--- config.mk ---
export PLATFORM = sky130hd
export DESIGN_NAME = csr_timer
export DESIGN_NICKNAME = d
export VERILOG_FILES = /design/src/rtl/csr_timer.sv
export SDC_FILE = /design/constraint.sdc
export NUM_CORES = 1
export LEC_CHECK = 0
export ABC_AREA = 1
export CELL_PAD_IN_SITES_DETAIL_PLACEMENT = 0
export CELL_PAD_IN_SITES_GLOBAL_PLACEMENT = 1
export CORE_MARGIN = 8
export CORE_UTILIZATION = 38
export CTS_BUF_LIST = sky130_fd_sc_hd__clkbuf_16
export DETAILED_ROUTE_END_ITERATION = 6
export PLACE_DENSITY_LB_ADDON = 0.1
export SLEW_MARGIN = 20
export SYNTH_ARGS = -nofsm -noshare
export SYNTH_HDL_FRONTEND = slang
export SYNTH_SLANG_ARGS = --single-unit
--- constraint.sdc ---
create_clock -name clk -period 2.01 [get_ports clk]
set_input_delay 0.3015 -clock clk [delete_from_list [all_inputs] [get_ports clk]]
set_output_delay 0.3015 -clock clk [all_outputs]
set_load 0.05 [all_outputs]
--- src/rtl/csr_timer.sv ---
// -----------------------------------------------------------------------------
// csr_timer
//   Constant timer unit that sits behind the core's CSR file. It holds three
//   architectural registers: TID (timer id), TCFG (enable / periodic / initial
//   value) and TVAL (the running count). While enabled, TVAL counts down once
//   per clock. When an enabled timer reaches zero it raises the timer
//   interrupt level (timer_int). A TICLR write acknowledges that interrupt.
//
// Parameters
//   TIMER_W    counter width (8..32); CSR bits at and above TIMER_W read as 0
//   TID_RESET  value loaded into TID by reset
//
// Ports
//   clk          in   1   core clock
//   reset        in   1   synchronous reset, active-high
//   csr_wr_en    in   1   CSR write strobe, one cycle per write
//   csr_wr_addr  in   14  CSR write address
//   csr_wr_data  in   32  CSR write data, already merged with the write mask
//   csr_rd_addr  in   14  CSR read address
//   csr_rd_data  out  32  combinational read data; 0 when csr_rd_hit is 0
//   csr_rd_hit   out  1   csr_rd_addr selects TID, TCFG, TVAL or TICLR
//   timer_int    out  1   timer interrupt level, held until cleared via TICLR
// -----------------------------------------------------------------------------
module csr_timer #(
  parameter int unsigned TIMER_W   = 32,
  parameter logic [31:0] TID_RESET = 32'h0
) (
  input  logic        clk,
  input  logic        reset,
  input  logic        csr_wr_en,
  input  logic [13:0] csr_wr_addr,
  input  logic [31:0] csr_wr_data,
  input  logic [13:0] csr_rd_addr,
  output logic [31:0] csr_rd_data,
  output logic        csr_rd_hit,
  output logic        timer_int
);

  // CSR addresses handled by this block.
  localparam logic [13:0] ADDR_TID   = 14'h040;
  localparam logic [13:0] ADDR_TCFG  = 14'h041;
  localparam logic [13:0] ADDR_TVAL  = 14'h042;
  localparam logic [13:0] ADDR_TICLR = 14'h044;

  localparam logic [TIMER_W-1:0] CNT_ONE  = TIMER_W'(1);
  localparam logic [TIMER_W-1:0] CNT_ONES = '1;

  // ---------------------------------------------------------------------------
  // State
  // ---------------------------------------------------------------------------
  logic [31:0]        tid_q,  tid_d;
  logic [TIMER_W-1:0] tcfg_q, tcfg_d;
  logic [TIMER_W-1:0] tval_q, tval_d;
  logic               ti_q,   ti_d;

  // ---------------------------------------------------------------------------
  // Decoded write strobes
  // ---------------------------------------------------------------------------
  logic wr_tid;
  logic wr_tcfg;
  logic wr_ticlr;

  assign wr_tid   = csr_wr_en && (csr_wr_addr == ADDR_TID);
  assign wr_tcfg  = csr_wr_en && (csr_wr_addr == ADDR_TCFG);
  assign wr_ticlr = csr_wr_en && (csr_wr_addr == ADDR_TICLR);
  // Writes to TVAL are accepted on the bus but have no effect, so TVAL has no
  // write strobe of its own.

  // ---------------------------------------------------------------------------
  // Configuration fields and counter status
  // ---------------------------------------------------------------------------
  logic               cfg_en;
  logic               cfg_periodic;
  logic [TIMER_W-1:0] reload_val;     // reload from the current TCFG
  logic [TIMER_W-1:0] new_reload_val; // reload from the TCFG value being written
  logic               tval_zero;
  logic               tval_ones;
  logic               timeout;

  assign cfg_en         = tcfg_q[0];
  assign cfg_periodic   = tcfg_q[1];
  assign reload_val     = {tcfg_q[TIMER_W-1:2], 2'b00};
  assign new_reload_val = {csr_wr_data[TIMER_W-1:2], 2'b00};
  assign tval_zero      = (tval_q == '0);
  assign tval_ones      = (tval_q == CNT_ONES);

  // The timeout is judged on the state before the edge, so a TCFG write in
  // the same cycle cannot suppress it.
  assign timeout        = cfg_en && tval_zero;

  // ---------------------------------------------------------------------------
  // Next-state logic
  // ---------------------------------------------------------------------------
  always_comb begin
    tid_d  = tid_q;
    tcfg_d = tcfg_q;
    tval_d = tval_q;
    ti_d   = ti_q;

    if (wr_tid) begin
      tid_d = csr_wr_data;
    end

    if (wr_tcfg) begin
      // Every TCFG write reloads the counter, even when it disables the timer.
      tcfg_d = csr_wr_data[TIMER_W-1:0];
      tval_d = new_reload_val;
    end else if (!cfg_en) begin
      tval_d = tval_q;
    end else if (tval_zero) begin
      // Periodic timers restart from the reload value; one-shot timers park at
      // all-ones, which the next branch then holds.
      tval_d = cfg_periodic ? reload_val : CNT_ONES;
    end else if (tval_ones && !cfg_periodic) begin
      tval_d = tval_q;
    end else begin
      tval_d = tval_q - CNT_ONE;
    end

    // Set has priority over clear so an acknowledge issued in the very cycle
    // of a new timeout cannot lose that timeout.
    if (timeout) begin
      ti_d = 1'b1;
    end else if (wr_ticlr && csr_wr_data[0]) begin
      ti_d = 1'b0;
    end
  end

  // ---------------------------------------------------------------------------
  // State registers
  // ---------------------------------------------------------------------------
  always_ff @(posedge clk) begin
    if (reset) begin
      tid_q  <= TID_RESET;
      tcfg_q <= '0;
      tval_q <= '0;
      ti_q   <= 1'b0;
    end else begin
      tid_q  <= tid_d;
      tcfg_q <= tcfg_d;
      tval_q <= tval_d;
      ti_q   <= ti_d;
    end
  end

  // ---------------------------------------------------------------------------
  // Read port: purely combinational, so a read that coincides with a write to
  // the same CSR returns the value from before the edge.
  // ---------------------------------------------------------------------------
  always_comb begin
    csr_rd_data = '0;
    csr_rd_hit  = 1'b0;
    unique case (csr_rd_addr)
      ADDR_TID: begin
        csr_rd_hit  = 1'b1;
        csr_rd_data = tid_q;
      end
      ADDR_TCFG: begin
        csr_rd_hit                  = 1'b1;
        csr_rd_data[TIMER_W-1:0]    = tcfg_q;
      end
      ADDR_TVAL: begin
        csr_rd_hit                  = 1'b1;
        csr_rd_data[TIMER_W-1:0]    = tval_q;
      end
      ADDR_TICLR: begin
        // TICLR is write-only and always reads as zero.
        csr_rd_hit  = 1'b1;
      end
      default: begin
        csr_rd_hit  = 1'b0;
      end
    endcase
  end

  assign timer_int = ti_q;

endmodule
==> flow_summary.json <==
{
  "hold_violations": 0,
  "yosys-top-cells-area": "dfxtp_1, nand2_1, inv_1, nand3_1, nor2_1",
  "clock_latency_ns": 0.36,
  "cts.sinks": 97,
  "synth_seq_area_share_pct": 31.9,
  "die_h_um": 142,
  "cpMostUsedCell": "buf_6",
  "grt_pass1_vias": 6736,
  "final_nets": 1189,
  "cp_data_required_time_ns": 1.71,
  "rsz0062_at_grt": "true",
  "vias_per_cell": 5.18,
  "portBuffers": 96,
  "drtAntennaViolNets": 0,
  "cts_buffer_depth": 2,
  "hold_class": "reg2reg",
  "synth_cells": 980,
  "start_kind": "input port",
  "diodes": 0,
  "p_per_area_nw_per_um2": 462,
  "ys_types": 37,
  "hpwlAfterDp_um": 18100,
  "synth_top_area_share_pct": 31.9,
  "max_stage_delay_ns": 0.30,
  "ys_warn_count": 0,
  "drive_above_1_share_pct": 17.2,
  "drv_slew": 0,
  "antenna_found_initial": 0,
  "crit_path_cell_trace": "buf_6 > nor2_4 > nand3b_1 > buf_6 > nor4_4 > nand2_4 > buf_8 > o211ai_1 > clkbuf_16",
  "wl_um": 24600,
  "first_iter_violations": 631,
  "vias": 6959,
  "synth-seq-cells": 97,
  "wire_per_inst_um": 18.3,
  "crit_path_end_kind": "primary output",
  "period_share_pct": 111,
  "grt_pass1_wl_um": 37600,
  "synth_area_um2": 6080,
  "clk_pin_slew_ns": 0.07,
  "core_area_um2": 15800,
  "n_fill_cell": 1563,
  "fmax_mhz": 446,
  "cts_tree": "built",
  "crit_arrival_ns": 1.94,
  "whs_ns": 0.446,
  "crit_type": "in2out",
  "fin_crit_ns": 2.24,
  "root_buffer": "clkbuf_16",
  "grt_max_degree": 65,
  "cts_buffers": 9,
  "grt_usage_pct": 24.2,
  "leakagePower_uw": 0.00366,
  "postCtsHoldBufs": 0,
  "regArea_um2": 1940,
  "fp.dieArea_um2": 20300,
  "clock_skew_ns": 0.00917,
  "maxCapViolCount": 0,
  "gp_congestion": 0.889,
  "syn-num-nets": 1046,
  "drcViolationCount": 0,
  "finalSetupViolCount": 33,
  "multi_input_area_um2": 3450,
  "path_max_fanout": 6,
  "grt-ovfl-total": 0,
  "cpMaxStageDelayCell": "nor4_4",
  "slew_headroom_pct": 66.6,
  "worst_slew_pin_slew_ns": 0.500,
  "irDropWorstVdd_v": 0.000415,
  "avgSynthCellArea_um2": 6.20,
  "area_growth_pct": 42.8,
  "status": "finished with violations",
  "rows": 46,
  "p_total_uw": 4010,
  "firstDrtPassIters": 5,
  "violations": "negative setup slack",
  "die_w_um": 142,
  "layout_setup_ws_ns": -0.230,
  "htree_levels": 3,
  "start_util_pct": 38.6,
  "io-pin-count": 97,
  "synth_top_area_cell": "dfxtp_1"
}
-- Yosys cell counts, drive strengths merged --
cell / instances
xnor2: 1
clkbuf: 27
o21ai: 78
a21oi: 73
ha: 3
o41ai: 1
nor3: 2
nand3: 105
dfxtp: 97
inv: 146
clkinv: 1
o22ai: 12
nand4: 18
xor2: 9
a211oi: 1
nand2: 221
nand3b: 3
o211ai: 31
and2: 2
nor4: 3
buf: 20
o31ai: 1
nor2: 125
-- flip-flops by register name, summed over array words and instances, names as in the netlist --
signal / flops
tid_q: 32
timer_int: 1
tval_q: 32
tcfg_q: 32
-- cell type report --
class                      count  share of cell area [%]
timing repair buffer         178                    24.9
sequential                    97                    22.4
clock buffer                   9                    2.59
inverter                     147                    6.40
multi-input combinational    690                    39.8
tap                          216                    3.11
clock inverter                 7                   0.778
-- per-layer routing --
layer,up-vias,share of wire [%],global-route usage (%)
met5,-,0,0
met4,0,3.0,9.23
met3,43,4.8,4.06
met2,216,50,43.1
met1,3221,42,28.3
li1,3479,-,-
-- metrics by stage --
stage | cells | utilization, % | setup WS [ns] | setup TNS (ns) | area (µm²)
floorplan | 980 | - | -0.267 | -8.25 | 6090
global placement | 1313 | 50.9 | -0.472 | -14.35 | 8030
detailed placement | 1313 | 50.9 | -0.492 | -15.40 | 8030
CTS | 1340 | 54.4 | -0.191 | -3.89 | 8570
global route | 1344 | 55.0 | -0.313 | -8.12 | 8680
finish | 1344 | 55.0 | -0.230 | -5.64 | 8680
-- timing repair --
item                       CTS  global route
hold endpoints to repair     0             0
pin swaps                   18            13
setup endpoints to repair   33            44
cloned                       4             3
gates resized for setup     69            28
setup buffers                8             1
-- logic make-up after synthesis --
group / Yosys count / share of synthesized area [%]
simple gates: 479 / 35.1
fa+ha+maj: 3 / 0.617
xor+xnor: 10 / 1.44
buf+inv: 194 / 13.0
compound gates: 197 / 17.9
flops: 97 / 31.9
-- power by group --
| group | total, µW | switching, µW | internal, µW |
|---|---|---|---|
| Clock | 1810 | 839 | 966 |
| Combinational | 284 | 134 | 151 |
| Sequential | 1920 | 0.111 | 1920 |
-- cells in the final DEF (no fill, tap or decap), drive strengths merged, types with 2 or more instances in the layout --
cell type      Yosys  final
nand2            221    221
inv              146    146
nor2             125    126
buf               20    116
nand3            105    105
dfxtp             97     97
o21ai             78     78
a21oi             73     73
clkdlybuf4s50      0     49
o211ai            31     31
nand4             18     18
clkbuf            27     17
o22ai             12     12
xor2               9      9
clkinv             1      6
dlygate4sd2        0      4
nand3b             3      3
nor4               3      3
ha                 3      3
nor3               2      2
and2               2      2
-- path summary, 6_finish.rpt --
| path | end | startpoint | slack [ns] | cells after the start |
|---|---|---|---|---|
| setup / recovery | csr_rd_data[25] | csr_rd_addr[4] | -0.23 | 9 |
| hold / removal | tid_q[16]$_SDFFE_PP0P_ | tid_q[16]$_SDFFE_PP0P_ | 0.45 | 2 |
| setup reg to reg | tval_q[18]$_SDFFE_PP0P_ | tval_q[1]$_SDFFE_PP0P_ | 0.14 | 11 |
| hold reg to reg | tid_q[16]$_SDFFE_PP0P_ | tid_q[16]$_SDFFE_PP0P_ | 0.45 | 2 |
-- worst max-delay path, delay by kind of cell --
family,cells,cell delay [ns]
simple gates,4,0.69
buf+inv,4,0.65
compound gates,1,0.28
No activity file was read; power rests on OpenSTA's default activity.
